--- src/rtl/lifo_guard.sv ---
// Registered command stage in front of the lifo_se data stack: tracks depth, rejects illegal
// stack effects with underflow/overflow flags, and stalls ZDUP while the top-of-stack is in flight.
// Optional build macro LIFO_GUARD_STICKY_EN: latch error flags until i_clr and block requests meanwhile.
module lifo_guard #(
  parameter int WIDTH = 8,
  parameter int DEPTH = 12,
  localparam int DW = $clog2(DEPTH + 1)
) (
  input  logic             i_clk,
  input  logic             i_rst_n,
  input  logic             i_valid,
  output logic             o_ready,
  input  logic [2:0]       i_se,
  input  logic [WIDTH-1:0] i_data,
  input  logic [WIDTH-1:0] i_s0,
  output logic [2:0]       o_se,
  output logic [WIDTH-1:0] o_data,
  output logic [DW-1:0]    o_depth,
  output logic             o_empty,
  output logic             o_full,
  output logic             o_uflow,
  output logic             o_oflow,
  input  logic             i_clr
);

  localparam logic [2:0] NO_SE   = 3'd0;
  localparam logic [2:0] DROP_SE = 3'd1;
  localparam logic [2:0] PUSH_SE = 3'd2;
  localparam logic [2:0] RPLC_SE = 3'd3;
  localparam logic [2:0] SWAP_SE = 3'd4;
  localparam logic [2:0] OVER_SE = 3'd5;
  localparam logic [2:0] ROT3_SE = 3'd6;
  localparam logic [2:0] ZDUP_SE = 3'd7;

  localparam logic [DW-1:0] DEPTH_C = DW'(DEPTH);
  localparam logic [DW-1:0] ONE_C   = DW'(1);
  localparam logic [DW-1:0] TWO_C   = DW'(2);
  localparam logic [DW-1:0] THREE_C = DW'(3);

  logic [2:0]       se_p0;
  logic [WIDTH-1:0] data_p0;
  logic [DW-1:0]    depth_p0;
  logic             pend_p0;
  logic             uflow_p0;
  logic             oflow_p0;

  logic             err_block;
  logic             acc;
  logic             uf;
  logic             of;
  logic             issue;
  logic [DW-1:0]    depth_nxt;

`ifdef LIFO_GUARD_STICKY_EN
  // A clear takes priority over any request presented in the same cycle.
  assign err_block = uflow_p0 | oflow_p0 | i_clr;
`else
  logic unused_clr;
  assign unused_clr = i_clr;
  assign err_block  = 1'b0;
`endif

  assign o_ready = !(pend_p0 && (i_se == ZDUP_SE)) && !err_block;
  assign acc     = i_valid && o_ready;

  // Legality of the requested effect against the depth at acceptance.
  always_comb begin
    uf        = 1'b0;
    of        = 1'b0;
    depth_nxt = depth_p0;
    case (i_se)
      DROP_SE: begin
        if (depth_p0 == '0) uf = 1'b1;
        else                depth_nxt = depth_p0 - ONE_C;
      end
      PUSH_SE: begin
        if (depth_p0 == DEPTH_C) of = 1'b1;
        else                     depth_nxt = depth_p0 + ONE_C;
      end
      RPLC_SE: uf = (depth_p0 < ONE_C);
      SWAP_SE: uf = (depth_p0 < TWO_C);
      OVER_SE: begin
        if (depth_p0 < TWO_C)           uf = 1'b1;
        else if (depth_p0 == DEPTH_C)   of = 1'b1;
        else                            depth_nxt = depth_p0 + ONE_C;
      end
      ROT3_SE: uf = (depth_p0 < THREE_C);
      ZDUP_SE: begin
        if (depth_p0 == '0)             uf = 1'b1;
        else if (i_s0 != '0) begin
          if (depth_p0 == DEPTH_C)      of = 1'b1;
          else                          depth_nxt = depth_p0 + ONE_C;
        end
      end
      default: ;
    endcase
  end

  assign issue = acc && !uf && !of && (i_se != NO_SE);

  // ---- stage p0: registered command to the stack ----
  always_ff @(posedge i_clk or negedge i_rst_n) begin
    if (!i_rst_n) begin
      se_p0    <= NO_SE;
      data_p0  <= '0;
      depth_p0 <= '0;
      pend_p0  <= 1'b0;
      uflow_p0 <= 1'b0;
      oflow_p0 <= 1'b0;
    end else begin
      se_p0   <= issue ? i_se : NO_SE;
      pend_p0 <= issue;
      if (issue) data_p0 <= i_data;
      if (acc)   depth_p0 <= depth_nxt;
`ifdef LIFO_GUARD_STICKY_EN
      if (i_clr) begin
        uflow_p0 <= 1'b0;
        oflow_p0 <= 1'b0;
      end else begin
        uflow_p0 <= uflow_p0 | (acc && uf);
        oflow_p0 <= oflow_p0 | (acc && of);
      end
`else
      uflow_p0 <= acc && uf;
      oflow_p0 <= acc && of;
`endif
    end
  end

  assign o_se    = se_p0;
  assign o_data  = data_p0;
  assign o_depth = depth_p0;
  assign o_empty = (depth_p0 == '0);
  assign o_full  = (depth_p0 == DEPTH_C);
  assign o_uflow = uflow_p0;
  assign o_oflow = oflow_p0;

endmodule
--- config.mk ---
export PLATFORM = sky130hd
export DESIGN_NAME = lifo_guard
export DESIGN_NICKNAME = d
export VERILOG_FILES = /design/src/rtl/lifo_guard.sv
export SDC_FILE = /design/constraint.sdc
export NUM_CORES = 1
export LEC_CHECK = 0
export BUFFER_PORTS_ARGS = -buffer_cell sky130_fd_sc_hd__buf_2
export CAP_MARGIN = 25
export CORE_ASPECT_RATIO = 1.1
export CORE_UTILIZATION = 41
export DETAILED_ROUTE_END_ITERATION = 7
export PLACE_DENSITY = 0.82
export SETUP_SLACK_MARGIN = 0.2
export SYNTH_ARGS = -nofsm -noshare
export SYNTH_HDL_FRONTEND = slang
export SYNTH_SLANG_ARGS = --single-unit
--- constraint.sdc ---
create_clock -name i_clk -period 2.34 [get_ports i_clk]
set_input_delay 0.468 -clock i_clk [delete_from_list [all_inputs] [get_ports i_clk]]
set_output_delay 0.468 -clock i_clk [all_outputs]
set_load 0.05 [all_outputs]
Word level (Yosys, flattened, before mapping) --
Cells that the tools add are included.
Operators by class: equal/unequal tests 12, reduce and logical (&&, ||, !) cells 16, mux-type cells 15, order comparisons 3, add/subtract/negate cells 2
Operator list (number):
- 4-bit 2-to-1 mux | 5
- 4-bit one-hot mux with 4 select lines | 1
- 3-bit equality test, second input constant | 4
- 4-bit by 2-bit < comparator with 1-bit output, second input constant | 2
- 8-bit nonzero test | 1
- 1-bit logical AND | 7
- 3-bit by 2-bit equality test with 1-bit output, second input constant | 2
- 1-bit 2-to-1 mux | 6
- 2-bit inequality test, second input constant | 3
- 6-bit AND reduction | 1
- 1-bit one-hot mux with 5 select lines | 1
- 4-bit by 1-bit adder with 4-bit output, second input constant | 1
- 4-bit equality test, second input constant | 1
- 4-bit zero test | 1
- 4-bit by 1-bit < comparator with 1-bit output, second input constant | 1
- 4-bit nonzero test | 1
- 4-bit by 1-bit subtractor with 4-bit output, second input constant | 1
- 3-bit by 1-bit equality test with 1-bit output, second input constant | 1
- 1-bit zero test | 3
- 3-bit 2-to-1 mux | 1
- 1-bit one-hot mux with 3 select lines | 1
- 3-bit nonzero test | 1
- 2-bit by 1-bit inequality test with 1-bit output, second input constant | 1
- 2-bit OR reduction | 1
Storage, ports and cells: bits of input ports 23, bits in registers 18, output and inout port bits 20, logic and storage cells 54

Logic depth before layout (Yosys ltp) --
depth after elaboration 9, gate-level depth with buffers 8, mapped depth without buffers 8

Worst setup path before layout --
OpenSTA, ideal clock, no wires.
path type register to register, from register depth_p0[0], in the netlist o_depth[0], to register depth_p0[1], in the netlist o_depth[1], data arrival time 2181 ps, path slack 80 ps, setup time 79 ps, path buffers 0, data required time 2261 ps, cell stages (with the launch flop) 9, period minus slack after synthesis 2260 ps, cell sequence dfrtp_1 -> inv_1 -> ha_1 -> nand3_1 -> inv_1 -> a211oi_1 -> o22ai_1 -> nor2_1 -> mux2i_1
Between the ends: longest elaborated chain between the ends 5, elaborated cells between the ends (all ways) 15, those cells by class 2 x add/sub; 1 x order compare; 4 x eq/ne; 6 x mux; 2 x reduce/logical
Ends and longest elaborated chain:
- start, declared | RTL line 42 | logic [DW-1:0] depth_p0;
- start signal, assigned | RTL line 114 | if (acc) depth_p0 <= depth_nxt;
- 4-bit equality test *
- named net o_full | RTL line 20 | output logic o_full,
- 4-bit 2-to-1 mux * | RTL line 77, 84, 91
- 4-bit 2-to-1 mux | RTL line 90 | else if (i_s0 != '0) begin
- 4-bit 2-to-1 mux | RTL line 89 | if (depth_p0 == '0) uf = 1'b1;
- 4-bit one-hot mux with 4 select lines * | RTL line 71 | case (i_se)
The timed path passes the listed nets; every way through them passes the cells marked *. The select of a mux whose other input is x is not followed. A chain may end at the register's enable or synchronous reset.

Worst setup path in the final report --
from register depth_p0[0], in the netlist o_depth[0], to output port o_full
Between the ends: longest elaborated chain between the ends 1
Ends and longest elaborated chain:
- 4-bit equality test | RTL line 134 | assign o_full = (depth_p0 == DEPTH_C);
- end, declared | RTL line 20
No other way between the ends.

==> impl_metrics.py <==
metrics = {
    "final_layout": {
        "syn_to_final_growth_pct": 32.6,
        "drive_gt1_frac": 0.489,
        "num-nets-final": 158,
        "final_common_cell": "buf_2",
        "diodes": 0,
        "fill_cells": 189,
        "final_cell_mix": "buf_2 (40), dfrtp_1 (16), mux2_4 (6)",
        "final_cells": 161,
    },
    "critical_path": {
        "r2r-end": "o_data[0]",
        "crit_path_cell_trace": "inv_1 > ha_1 > nand3_1 > inv_1 > clkbuf_4",
        "worst_setup_path_start_kind": "flop",
        "crit_path_frequent_cell": "inv_1",
        "ff2ff_setup_slack_ns": 0.33,
        "crit-reg2reg-launch": "o_depth[0]",
        "cp_slowest_stage_delay_ns": 0.44,
        "cp_max_fo": 5,
        "arrival_ns": 1.56,
        "required_ns": 1.87,
        "criticalPathCategory": "reg -> out",
        "crit_path_top_delay_cell": "dfrtp_2",
        "worstRegToRegCells": 8,
        "endpoint_kind": "output pin",
    },
    "placed_design": {
        "dp_hpwl_um": 1630,
        "io_buffers": 41,
        "dp_cells": 156,
        "place_congestion": 0.818,
    },
    "routing": {
        "ant_nets": 0,
        "routed_wirelength_um": 2100,
        "drc": 0,
        "routedWlPerCell_um": 13.0,
        "drt-initial-drc-count": 10,
        "avgViaCountPerCell": 5.07,
        "vias": 817,
        "firstDrtPassIters": 4,
    },
    "synthesis": {
        "yosysWarnings": 0,
        "syn_avg_cell_area_um2": 11.3,
        "netlist_area_um2": 965,
        "synthDistinctLibCells": 32,
        "synth_top_cell_by_area": "dfrtp_1",
        "synth_seq_cells": 18,
        "synth_top_area_frac": 0.467,
        "syn_nets": 111,
        "syn_inst": 85,
        "synth.area.top_cells": "dfrtp_1 (47%), mux2_4 (9.3%), ha_1 (3.9%), xor2_1 (2.7%), and2_1 (2.6%)",
        "synth-seq-area-share": 0.467,
    },
    "floorplanning": {
        "ios": 43,
        "die_h_um": 52.9,
        "num_rows": 18,
        "core_area_um2": 2230,
        "start_util": 0.433,
        "dieArea_um2": 2550,
        "dieWidth_um": 48.3,
    },
    "timing": {
        "slew_headroom": 0.741,
        "fin_worst_skew_ns": 0.000540,
        "maxSlewViolCount": 0,
        "fin_crit_sh": 0.868,
        "final-hold-violation-count": 0,
        "setup_viol": 0,
        "fmax_mhz": 492,
        "rsz0062_at_grt": "no",
        "finalCriticalPeriod_ns": 2.03,
        "tightest_slew_ns": 0.388,
    },
    "power_and_ir_drop": {
        "pwr_density_cell_nw_per_um2": 1210,
        "power_mw": 1.54,
        "ir_drop_v": 0.000796,
        "p_leak_nw": 0.659,
    },
    "clocking": {
        "clock_latency_ns": 0.29,
        "path_clk_slew_ns": 0.10,
        "clk_path_buf_depth": 2,
        "cts_tree": "built",
        "cts_buffers": 3,
        "postCtsHoldBufs": 0,
        "root_buffer": "clkbuf_4",
        "cts.sinks": 18,
        "cts_htree_levels": 1,
    },
    "grt": {
        "antenna_found_initial": 0,
        "grt_pass1_vias": 756,
        "grt.overflow.total": 0,
        "grt_usage": 0.184,
        "grt_pass1_wl_um": 3200,
        "grt_max_degree": 19,
    },
    "run": {
        "maxCapViolCount": 0,
    },
    "status": {
        "status": "finished, final reports clean",
    },
    "min_path": {
        "hold_class": "in -> async",
    },
}
## cell usage after synthesis
cell type  number
a211oi_1        2
nor3b_2         1
dfrtp_1        18
a21o_1          1
and2_1          4
o211ai_2        1
or3_1           2
nor3_1          3
nor2_2          1
mux2_2          2
inv_1           4
nand4_1         2
nor3b_1         1
o211ai_1        1
o2bb2ai_1       1
buf_6           1
nor2_1          4
o22ai_1         1
a21oi_1         2
xor2_1          3
a31oi_1         1
nand2_1         4
o311a_1         1
nor4_1          2
buf_2           3
or3b_4          1
mux2_4          6
ha_1            3
o211a_1         1
nand3_1         4
mux2i_1         2
xnor2_1         2
## worst max path at each step
stage / start / end / cells past startpoint
2_1_floorplan: i_se[0] / o_data[0] / 6
3_5_place_dp: i_s0[1] / o_data[2] / 6
3_3_place_gp: i_s0[5] / o_data[2] / 6
6_report: o_depth[0] / o_full / 5
5_1_grt: o_depth[0] / o_full / 5
4_1_cts: o_depth[0] / o_full / 5
## layer usage
| layer | vias up | wire length [um] | global-route usage |
|---|---|---|---|
| li1 | 395 | - | - |
| met1 | 389 | 839 | 0.210 |
| met2 | 29 | 1110 | 0.307 |
| met3 | 4 | 137 | 0.0614 |
| met4 | 0 | 17 | 0.0694 |
| met5 | - | 0 | 0 |
## cells by family (layout without fill, tap and decap cells)
family,Yosys count,count (layout),share of synthesized area
buffers and inverters,8,54,0.0428
xor gates and xnor gates,5,5,0.0454
and+or+nand+nor,29,29,0.171
adders and majority gates,3,3,0.0389
AOI/OAI and AO/OA,12,12,0.0973
muxes,10,10,0.137
DFF,18,18,0.467
## layout make-up
type                            count  area, um2  area share
Clock buffer                        4       36.3      0.0284
Inverter                            4       15.0      0.0117
Multi-Input combinational cell     59        479       0.375
Sequential cell                    18        453       0.354
Tap cell                           30       37.5      0.0294
Timing Repair Buffer               46        258       0.202
## state kept, by name, indices dropped and copies added (netlist names)
name and count:
o_data 8, o_depth 4, o_oflow 1, o_se 3
o_uflow 1, pend_p0 1
## through the flow
stage / setup WS (ns) / cell area [um2] / util / setup TNS [ns] / hold WS, ns
2_1_floorplan: 0.209 / 967 / - / 0 / 0.172
3_3_place_gp: -0.154 / 1210 / 0.544 / -0.868 / 0.401
3_5_place_dp: -0.232 / 1210 / 0.544 / -1.42 / 0.414
4_1_cts: 0.272 / 1280 / 0.572 / 0 / 0.0816
5_1_grt: 0.217 / 1280 / 0.574 / 0 / 0.0854
6_report: 0.308 / 1280 / 0.574 / 0 / 0.0793
## report_power, final
group / switching [mW] / leakage (nW) / internal (mW)
Sequential: 0.0876 / 0.218 / 0.413
Combinational: 0.581 / 0.420 / 0.271
Clock: 0.0966 / 0.0210 / 0.0949
Total: 0.766 / 0.659 / 0.779
## worst max-delay path, delay by kind of cell (launching register included)
family	cells	cell delay [ns]
adder cells (fa/ha/maj)	1	0.21
AND/OR/NAND/NOR	1	0.14
flip-flops	1	0.44
buffers and inverters	3	0.48
## what timing repair did
action,CTS,global route
endpoints found under the setup margin,11,1
setup buffers,1,0
gates resized for setup,1,1
pin swaps,1,0
Power figures use the tool's default switching activity.
